--- config.mk ---
export PLATFORM = sky130hd
export DESIGN_NAME = seven_seg_scan_ctrl
export DESIGN_NICKNAME = d
export VERILOG_FILES = /design/src/rtl/seven_seg_scan_ctrl_pkg.sv /design/src/rtl/bcd_seg_decoder.sv /design/src/rtl/seven_seg_scan_ctrl.sv
export SDC_FILE = /design/constraint.sdc
export NUM_CORES = 1
export LEC_CHECK = 0
export BUFFER_PORTS_ARGS = -buffer_cell sky130_fd_sc_hd__buf_2
export CAP_MARGIN = 20
export CORE_UTILIZATION = 60
export DETAILED_ROUTE_END_ITERATION = 16
export PLACE_DENSITY = 0.79
export SLEW_MARGIN = 20
export SYNTH_ARGS = -nofsm -noshare
export SYNTH_HDL_FRONTEND = slang
export SYNTH_SLANG_ARGS = --single-unit
--- constraint.sdc ---
create_clock -name clk -period 2.6 [get_ports clk]
set_input_delay 0.13 -clock clk [delete_from_list [all_inputs] [get_ports clk]]
set_output_delay 0.13 -clock clk [all_outputs]
set_load 0.02 [all_outputs]
--- src/rtl/seven_seg_scan_ctrl_pkg.sv ---
// Shared display package: converter state encoding, display constants and segment patterns.
package seven_seg_scan_ctrl_pkg;

    typedef enum logic [1:0] {
        StIdle  = 2'd0,
        StShift = 2'd1,
        StLatch = 2'd2
    } conv_state_e;

    localparam int unsigned DIGITS     = 4;
    localparam int unsigned MAX_VALUE  = 9999;
    localparam logic [3:0]  BLANK_CODE = 4'hF;
    localparam int unsigned BIN_W      = 14;
    localparam int unsigned BCD_W      = 16;

    // Active-high segment patterns, bit 0 = segment a, bit 7 (dp) always off.
    localparam logic [7:0] SEG_0   = 8'h3F;
    localparam logic [7:0] SEG_1   = 8'h06;
    localparam logic [7:0] SEG_2   = 8'h5B;
    localparam logic [7:0] SEG_3   = 8'h4F;
    localparam logic [7:0] SEG_4   = 8'h66;
    localparam logic [7:0] SEG_5   = 8'h6D;
    localparam logic [7:0] SEG_6   = 8'h7D;
    localparam logic [7:0] SEG_7   = 8'h07;
    localparam logic [7:0] SEG_8   = 8'h7F;
    localparam logic [7:0] SEG_9   = 8'h6F;
    localparam logic [7:0] SEG_OFF = 8'h00;

    // Double-dabble correction: add 3 to every BCD nibble that is 5 or more.
    function automatic logic [BCD_W-1:0] dabble_adjust(input logic [BCD_W-1:0] bcd);
        logic [BCD_W-1:0] res;
        res = bcd;
        for (int i = 0; i < int'(DIGITS); i++) begin
            if (res[4*i +: 4] >= 4'd5) begin
                res[4*i +: 4] = res[4*i +: 4] + 4'd3;
            end
        end
        return res;
    endfunction

endpackage

--- src/rtl/bcd_seg_decoder.sv ---
// BCD to seven-segment decoder; codes 10-15 (including the blank code) light nothing.
module bcd_seg_decoder
    import seven_seg_scan_ctrl_pkg::*;
(
    input  logic [3:0] i_bcd,
    output logic [7:0] o_seg
);

    // Pure lookup of the segment pattern for the current digit code.
    always_comb begin
        o_seg = SEG_OFF;
        case (i_bcd)
            4'd0:    o_seg = SEG_0;
            4'd1:    o_seg = SEG_1;
            4'd2:    o_seg = SEG_2;
            4'd3:    o_seg = SEG_3;
            4'd4:    o_seg = SEG_4;
            4'd5:    o_seg = SEG_5;
            4'd6:    o_seg = SEG_6;
            4'd7:    o_seg = SEG_7;
            4'd8:    o_seg = SEG_8;
            4'd9:    o_seg = SEG_9;
            default: o_seg = SEG_OFF;
        endcase
    end

endmodule

--- src/rtl/seven_seg_scan_ctrl.sv ---
// Four-digit multiplexed display: binary-to-BCD converter feeding a display register,
// plus a free-running digit scanner with optional leading-zero blanking.
module seven_seg_scan_ctrl
    import seven_seg_scan_ctrl_pkg::*;
#(
    parameter int unsigned REFRESH_DIV = 100000
) (
    input  logic              clk,
    input  logic              rst,
    input  logic [BIN_W-1:0]  value_in,
    input  logic              value_valid,
    input  logic              lz_blank_en,
    output logic              busy,
    output logic [DIGITS-1:0] an,
    output logic [3:0]        digit_bcd,
    output logic [7:0]        seg
);

    localparam int unsigned         PRESC_W   = (REFRESH_DIV > 1) ? $clog2(REFRESH_DIV) : 1;
    localparam logic [PRESC_W-1:0]  PRESC_MAX = PRESC_W'(REFRESH_DIV - 1);
    localparam logic [3:0]          ITER_LAST = 4'(BIN_W - 1);
    localparam logic [BIN_W-1:0]    CLAMP_VAL = BIN_W'(MAX_VALUE);

    conv_state_e        r_state;
    logic [BIN_W-1:0]   r_bin;
    logic [BCD_W-1:0]   r_bcd;
    logic [3:0]         r_iter;
    logic               r_pend_vld;
    logic [BIN_W-1:0]   r_pend_val;
    logic [BCD_W-1:0]   r_disp;
    logic               r_busy;

    logic [PRESC_W-1:0] r_presc;
    logic [1:0]         r_idx;
    logic [DIGITS-1:0]  r_an;

    logic [BIN_W-1:0]       w_clamped;
    logic                   w_start;
    logic [BIN_W-1:0]       w_start_val;
    logic [BCD_W-1:0]       w_adj;
    logic [BCD_W+BIN_W-1:0] w_shifted;
    logic [1:0]             w_idx_nxt;
    logic [3:0]             w_nib;
    logic                   w_blank;

    assign w_clamped = (value_in > CLAMP_VAL) ? CLAMP_VAL : value_in;
    assign w_adj     = dabble_adjust(r_bcd);
    assign w_shifted = {w_adj, r_bin} << 1;
    assign w_idx_nxt = r_idx + 2'd1;

    // A new conversion starts from IDLE (fresh strobe wins over a parked one) or
    // straight out of LATCH when a strobe was parked during the previous conversion.
    always_comb begin
        w_start     = 1'b0;
        w_start_val = r_pend_val;
        if (r_state == StIdle) begin
            w_start = value_valid || r_pend_vld;
            if (value_valid) begin
                w_start_val = w_clamped;
            end
        end else if (r_state == StLatch) begin
            w_start = r_pend_vld;
        end
    end

    // Converter FSM: capture, 14 shift-add iterations, then atomic display update.
    always_ff @(posedge clk) begin
        if (rst) begin
            r_state    <= StIdle;
            r_bin      <= '0;
            r_bcd      <= '0;
            r_iter     <= '0;
            r_pend_vld <= 1'b0;
            r_pend_val <= '0;
            r_disp     <= '0;
            r_busy     <= 1'b0;
        end else begin
            case (r_state)
                StIdle: begin
                    r_pend_vld <= 1'b0;
                    if (w_start) begin
                        r_bin   <= w_start_val;
                        r_bcd   <= '0;
                        r_iter  <= '0;
                        r_state <= StShift;
                        r_busy  <= 1'b1;
                    end
                end
                StShift: begin
                    r_bcd  <= w_shifted[BCD_W+BIN_W-1:BIN_W];
                    r_bin  <= w_shifted[BIN_W-1:0];
                    r_iter <= r_iter + 4'd1;
                    if (r_iter == ITER_LAST) begin
                        r_state <= StLatch;
                    end
                    if (value_valid) begin
                        r_pend_vld <= 1'b1;
                        r_pend_val <= w_clamped;
                    end
                end
                StLatch: begin
                    r_disp     <= r_bcd;
                    r_pend_vld <= value_valid;
                    if (value_valid) begin
                        r_pend_val <= w_clamped;
                    end
                    if (w_start) begin
                        r_bin   <= w_start_val;
                        r_bcd   <= '0;
                        r_iter  <= '0;
                        r_state <= StShift;
                    end else begin
                        r_state <= StIdle;
                        r_busy  <= 1'b0;
                    end
                end
                default: begin
                    r_state <= StIdle;
                    r_busy  <= 1'b0;
                end
            endcase
        end
    end

    // Scanner: prescaler advances the digit index; anode enables are registered alongside it.
    always_ff @(posedge clk) begin
        if (rst) begin
            r_presc <= '0;
            r_idx   <= '0;
            r_an    <= 4'b1110;
        end else if (r_presc == PRESC_MAX) begin
            r_presc <= '0;
            r_idx   <= w_idx_nxt;
            r_an    <= ~(4'b0001 << w_idx_nxt);
        end else begin
            r_presc <= r_presc + PRESC_W'(1);
        end
    end

    // Digit select with leading-zero blanking; digit 0 is never blanked.
    always_comb begin
        w_nib   = r_disp[3:0];
        w_blank = 1'b0;
        case (r_idx)
            2'd0: begin
                w_nib   = r_disp[3:0];
                w_blank = 1'b0;
            end
            2'd1: begin
                w_nib   = r_disp[7:4];
                w_blank = (r_disp[15:4] == 12'd0);
            end
            2'd2: begin
                w_nib   = r_disp[11:8];
                w_blank = (r_disp[15:8] == 8'd0);
            end
            default: begin
                w_nib   = r_disp[15:12];
                w_blank = (r_disp[15:12] == 4'd0);
            end
        endcase
        digit_bcd = (lz_blank_en && w_blank) ? BLANK_CODE : w_nib;
    end

    assign busy = r_busy;
    assign an   = r_an;

    bcd_seg_decoder u_seg_dec (
        .i_bcd (digit_bcd),
        .o_seg (seg)
    );

endmodule

==> results.md, run 1 <==
- Mapped Avg Cell Area: 8.62 µm²
- Final Wtd Congestion: 0.825
- HPWL Detailed: 6.63 mm
- Initial antenna violation count: 0
- Most used DFF post-synth: dfxtp_1
- Min Tclk post-route: 2.59 ns
- Largest net degree at the start of global routing: 44
- # DRC: 0
- Post-synthesis sequential area ratio: 39.6%
- Post-Syn Area: 4600 µm²
- Hold-fix buffers, CTS: 0
- Critical path required time: 2.47 ns
- Most frequent cells in the layout: nor2_1, dfxtp_1, a21oi_1, nand2_1
- Post-route ant nets: 0
- GRT overflow: 0
- Critical Path Fanout Max: 6
- Final Non-Filler Cells: 668
- YS warnings: 0
- Input/output buffers: 33
- Most common cell after layout, fill and taps aside: nor2_1
- R2r worst-path depth: 7
- Count of different cell masters after synthesis: 53
- DIE WIDTH: 89.5 µm
- # rows: 31
- Pwr Density: 557 nW/µm²
- Asr flop ratio synth: 0%
- Final nets: 609
- Met2 WL post-DR: 4.86 mm
- Worst Skew: 0.0105 ns
- R2r startpoint: r_state[0]
- EDFF count, synth: 0
- Hold path cells: 3
- First-pass GRT wire length: 15.7 mm
- Final Max Slew Viols: 0
- DRT Wirelength: 9.56 mm
- Actual slew at the worst max-slew pin: 0.667 ns
- Leakage: 1.98 nW
- Period utilisation layout: 99.8%
- Drt initial violations: 172
- CTS Buffer Depth: 2
- Fin util: 70.9%
- Htree depth: 3
- Unrepaired setup endpoints after global routing: yes
- CP startpoint kind: flip-flop
- Syn_nets: 577
- Total GRT Usage: 25.4%
- R2R Setup Slk: 0.56 ns
- Core region area: 7330 µm²
- CTS root buf: clkbuf_8
- Routed met3 length: 228 µm
- Min-delay src: value_in[4]
- Synth Instances: 533
- CTS buffer count: 9
- Critical Path End Type: output port
- Die Ht: 89.5 µm
- WHS Endpoint: r_pend_val[4]
- Max layer used: met4
- Placed Instances: 648
- Slew headroom: 55.2%
- Boundary Pins: 35
- Seq cells post-synth: 91
- Clock latency on the worst-skew pair: 0.36 ns
- Vias post-DR: 3775
- Outcome: completed
- Max-Cap Viols: 0
- Met1 wire length: 4.31 mm
- Syn-to-layout area delta: 13.1%
- Fmax: 0.386 GHz
- CTS tree: built
- Final hold vios: 0
- Die area: 8010 µm²
- Clk slew on worst S/H paths: 0.09 ns
- Tightest Hold Check Type: in -> reg
- Starting Density: 62.7%
- Pre-antenna DRT Iters: 4
- Arrival @ worst endpoint: 2.46 ns
- DR WL/cell: 14.3 µm
- N_diodes: 0
- Vias per cell: 5.65
- Share of cells above drive strength 1: 16.7%
- CP Class: reg -> out
- Vias in the first global route: 3440
- Capturing point of the worst reg2reg path: r_bin[6]
- Setup violators final: 0
- CTS Sinks: 91
- Max IR drop VDD: 567 µV
## stage by stage
step | setup WS, ns | cell area (µm²) | hold WS (ns) | TNS, ns | total power [W]
6_report | 0.00625 | 5200 | 0.0405 | 0 | 0.00289
5_1_grt | -0.0876 | 5200 | 0.0614 | -0.338 | 0.00301
4_1_cts | 0.00401 | 5100 | 0.0244 | 0 | 0.00291
3_5_place_dp | 0.0640 | 4830 | 0.413 | 0 | 0.00187
3_3_place_gp | 0.191 | 4830 | 0.402 | 0 | 0.00186
2_1_floorplan | 0.158 | 4600 | 0.266 | 0 | 0.00177
## sequential cells by signal (all words and copies together) (netlist names)
register / count
an: 4
busy: 1
r_bcd: 16
r_bin: 14
r_disp: 16
r_idx: 2
r_iter: 4
r_pend_val: 14
r_pend_vld: 1
r_presc: 17
r_state: 2
## kinds of logic (layout without fill, tap and decap cells)
family          after synthesis  in the layout  synth area share [%]
buf+inv                      50             86                  4.98
compound gates              108            108                  15.2
xor+xnor                     26             26                  4.96
fa+ha+maj                    26             26                  7.08
mux                          32             32                  7.49
other cells                   1              1                0.0816
simple gates                199            199                  20.5
flops                        91             91                  39.6
## worst max-delay path by stage
stage / endpoint / start / cells after the start
floorplan: seg[5] / r_idx[0] / 11
global placement: seg[5] / r_idx[0] / 12
detailed placement: seg[5] / r_idx[0] / 12
CTS: seg[5] / r_idx[0] / 12
global route: seg[5] / r_idx[0] / 12
finish: seg[5] / r_idx[0] / 12
## per-layer routing
layer / GRT usage [%] / vias up
li1: - / 1908
met1: 31.7 / 1798
met2: 44.7 / 55
met3: 3.88 / 14
met4: 8.80 / 0
met5: 0 / -
## area by class of cell
| class | instances | area (µm²) |
|---|---|---|
| Clock inverter | 4 | 73.8 |
| Fill cell | 587 | 2130 |
| Inverter | 23 | 98.8 |
| Sequential cell | 91 | 1830 |
| Timing Repair Buffer | 48 | 309 |
| Tap cell | 99 | 124 |
| Clock buffer | 11 | 141 |
| Multi-Input combinational cell | 392 | 2620 |
## synthesized netlist by cell type, drive strengths merged (5+ instances only)
cell type | count | area (µm²)
a21oi | 34 | 174
a22oi | 18 | 135
and4 | 5 | 43.8
buf | 17 | 105
clkbuf | 10 | 37.5
dfxtp | 91 | 1820
ha | 26 | 325
inv | 23 | 86.3
mux2i | 29 | 303
nand2 | 33 | 124
nand2b | 7 | 46.3
nand3 | 13 | 65.1
nor2 | 92 | 353
nor2b | 5 | 31.3
nor3 | 20 | 120
nor4 | 5 | 31.3
o21ai | 25 | 125
o221ai | 6 | 52.6
or2 | 6 | 37.5
xnor2 | 12 | 105
xor2 | 14 | 123
## what timing repair did
item / CTS / global route
pin swaps: 2 / 8
endpoints found under the setup margin: 7 / 6
resized for setup: 15 / 19
setup buffers: 1 / 4
gates cloned: 0 / 0
## power breakdown
| part | internal (W) | switching (W) |
|---|---|---|
| Sequential | 0.00145 | 0.0000329 |
| Clock | 0.000565 | 0.000488 |
| Combinational | 0.000132 | 0.000231 |
| Total | 0.00214 | 0.000751 |
## worst max-delay path: stages (launching register included)
cell and delay [ns]:
dfxtp_4 0.40, inv_6 0.05, ha_4 0.17, a222oi_1 0.33, mux2i_1 0.15, or2_4 0.31
inv_4 0.08, ha_4 0.12, inv_2 0.03, nor2_1 0.09, nor2_1 0.06, o22ai_1 0.16
buf_4 0.16
Note: power is estimated with default switching activity, not from simulation.
==> inputs of run 2 (changes only) <==
--- a/config.mk
+++ b/config.mk
@@ -7,7 +7,10 @@
 export LEC_CHECK = 0
 export BUFFER_PORTS_ARGS = -buffer_cell sky130_fd_sc_hd__buf_2
 export CAP_MARGIN = 20
-export CORE_UTILIZATION = 60
+export CELL_PAD_IN_SITES_DETAIL_PLACEMENT = 1
+export CELL_PAD_IN_SITES_GLOBAL_PLACEMENT = 1
+export CORE_ASPECT_RATIO = 0.5
+export CORE_UTILIZATION = 46
 export DETAILED_ROUTE_END_ITERATION = 16
 export PLACE_DENSITY = 0.79
 export SLEW_MARGIN = 20
==> run 2 against run 1 <==
  * The flow now finishes with violations (setup timing)
  * Largest power group unchanged
  * Clock-buffer cell count unchanged
  * First-iteration DRC count up 15%
  * Largest cell class unchanged
  * Critical path depth did not move
  * Wire length up 25%
  * Die area increased by 30%
  * Critical path type unchanged
==> results.md, run 2 (synthesis gave the netlist of run 1 again) <==
- Post-route ant nets: 0 (unchanged)
- Fin util: 56.9% (was 70.9%)
- Layer with the highest usage: met2 (unchanged)
- Tightest Hold Check Type: in -> reg (unchanged)
- Net Sw Frac: 27.1% (was 26.0%)
- N_diodes: 0 (unchanged)
- Core region area: 9570 µm² (was 7330 µm²)
- CP Class: reg -> out (unchanged)
- M2 GR Usage: 41.2% (was 44.7%)
- Share of cells above drive strength 1: 19.7% (was 16.7%)
- # rows: 25 (was 31)
- Worst Skew: 0.00619 ns (was 0.0105 ns)
- Pwr Density: 559 nW/µm² (was 557 nW/µm²)
- Vias post-DR: 3982 (was 3775)
- Final Max Slew Viols: 0 (unchanged)
- Max reg flops: 17 (unchanged)
- Biggest regs: r_presc x17, r_bcd x16, r_disp x16 (unchanged)
- FF/Latch Area: 1830 µm² (unchanged)
- Vias per cell: 5.53 (was 5.65)
- Total GRT Usage: 23.8% (was 25.4%)
- Comb pwr share: 12.5% (about the same)
- Crit-path cells: inv_4, ha_4, a222oi_1, mux2i_1, or2_4, inv_4, ha_4, inv_2, mux2i_1, a22oi_2, nor2_1, buf_4 (was inv_6, ha_4, a222oi_1, mux2i_1, or2_4, inv_4, ha_4, inv_2, nor2_1, nor2_1, o22ai_1, buf_4)
- Failing checks: setup timing
- Internal Pwr Total: 0.00222 W (was 0.00214 W)
- Critical path required time: 2.47 ns (about the same)
- CTS Buffer Depth: 2 (unchanged)
- Area of the multi-input gates: 2680 µm² (was 2620 µm²)
- Input/output buffers: 33 (unchanged)
- Max IR drop VDD: 349 µV (was 567 µV)
- Final WS setup: -0.0608 ns (was 0.00625 ns)
- Share of power burned in the clock network: 39.0% (was 36.4%)
- GRT met3 Usage: 6.69% (was 3.88%)
- Biggest register: r_presc (unchanged)
- Pre-antenna DRT Iters: 4 (unchanged)
- # DRC: 0 (unchanged)
- Unrepaired setup endpoints after global routing: yes (unchanged)
- DIE WIDTH: 143 µm (was 89.5 µm)
- CTS tree: built (unchanged)
- Critical Path Fanout Max: 4 (was 6)
- DRT Wirelength: 12.0 mm (was 9.56 mm)
- Delay-heaviest family, CP: simple AND/OR/NAND/NOR gates (was compound AO/OA/AOI/OAI gates)
- Final Wtd Congestion: 0.759 (was 0.825)
- Vias in the first global route: 3903 (was 3440)
- Min Tclk post-route: 2.66 ns (was 2.59 ns)
- Setup Total Neg Slack: -0.175 ns (was 0 ns)
- GRT overflow: 0 (unchanged)
- Most common cell after layout, fill and taps aside: nor2_1 (unchanged)
- Sw power: 0.000825 W (was 0.000751 W)
- Setup WS pre-CTS: 0.0199 ns (was 0.0640 ns)
- Fillers: 1159 (was 587)
- R2R Setup Slk: 0.61 ns (was 0.56 ns)
- CP Buf/Inv Count: 4 (unchanged)
- HPWL Detailed: 7.71 mm (was 6.63 mm)
- Die area: 10400 µm² (was 8010 µm²)
- Arrival @ worst endpoint: 2.53 ns (was 2.46 ns)
- First-pass GRT wire length: 19.1 mm (was 15.7 mm)
- Boundary Pins: 35 (unchanged)
- Drt initial violations: 198 (was 172)
- Clock latency on the worst-skew pair: 0.35 ns (was 0.36 ns)
- Syn-to-layout area delta: 18.6% (was 13.1%)
- Largest net degree at the start of global routing: 42 (was 44)
- Met1 usage: 29.7% (was 31.7%)
- Final nets: 625 (was 609)
- CTS buffer count: 9 (unchanged)
- Actual slew at the worst max-slew pin: 0.737 ns (was 0.667 ns)
- Hold-fix buffers, CTS: 0 (unchanged)
- Leakage: 2.08 nW (was 1.98 nW)
- Period utilisation layout: 102% (was 99.8%)
- Final instance area: 5450 µm² (was 5200 µm²)
- Starting Density: 48.0% (was 62.7%)
- CTS root buf: clkbuf_16 (was clkbuf_8)
- Htree depth: 3 (unchanged)
- Initial antenna violation count: 0 (unchanged)
- Final hold vios: 0 (unchanged)
- Critical Path End Type: output port (unchanged)
- Outcome: finished with violations (was completed)
- Cell Area, Placed: 4880 µm² (was 4830 µm²)
- CP startpoint kind: flip-flop (unchanged)
- Setup violators final: 4 (was 0)
- Max-Cap Viols: 0 (unchanged)
- Slowest CP cell: dfxtp_4 (unchanged)
- CTS Sinks: 91 (unchanged)
- Most frequent cells in the layout: nor2_1, dfxtp_1, buf_4, nand2_1, a21oi_1 (was nor2_1, dfxtp_1, a21oi_1, nand2_1)
- DR WL/cell: 16.7 µm (was 14.3 µm)
- Sequential Power Share: 48.5% (was 51.1%)
- Largest stage delay, worst path: 0.40 ns (about the same)
- Clk slew on worst S/H paths: 0.06 ns (was 0.09 ns)
- Fmax: 0.376 GHz (was 0.386 GHz)
- Total design power: 0.00305 W (was 0.00289 W)
- Die Ht: 72.7 µm (was 89.5 µm)
- Slew headroom: 50.5% (was 55.2%)
## run 2: area by class of cell
cell class                      instances  area share [%]
Clock inverter                          4           0.528
Multi-Input combinational cell        393            49.2
Inverter                               23            1.77
Sequential cell                        91            33.6
Tap cell                              135            3.10
Timing Repair Buffer                   63            7.58
Clock buffer                           11            4.27
## run 2: stage by stage
step           std cells  hold slack (ns)
2_1_floorplan        533            0.266
3_3_place_gp         686            0.410
3_5_place_dp         686            0.418
4_1_cts              712           0.0563
5_1_grt              720           0.0762
6_report             720           0.0608
## run 2: timing repair
action	CTS	global route
setup endpoints to repair	7	8
setup buffers	12	8
gates cloned	0	1
pin swaps	6	8
gates resized for setup	21	22
## run 2: worst register-to-register path: stages (launching register included)
cell      delay, ns
dfxtp_1        0.41
inv_1          0.09
ha_1           0.28
buf_4          0.21
inv_1          0.12
mux2i_2        0.23
buf_4          0.24
a311oi_1       0.09
a21oi_1        0.14
nor2_1         0.05
## run 2: routing by layer
layer  up-vias  wire length (µm)
met1      1954              5470
met2        64              5880
met4         0               134
met5         -                 0
met3        11               504
li1       1953                 -
## run 2: worst paths after layout
kind / start / endpoint / depth (start not counted)
worst max-delay path: r_idx[0] / seg[4] / 12
worst min-delay path: value_in[1] / r_bin[1] / 3
worst max register to register: r_state[1] / r_bin[12] / 9
worst min register to register: r_presc[0] / r_presc[0] / 1
## run 2: power by group through the flow
stage	logic, W	clock network (W)	registers [W]
final	0.000380	0.00119	0.00148
after global routing	0.000425	0.00127	0.00148
after CTS	0.000381	0.00121	0.00148
after detailed placement	0.000377	0	0.00151
after global placement	0.000369	0	0.00151
after floorplan	0.000266	0	0.00151
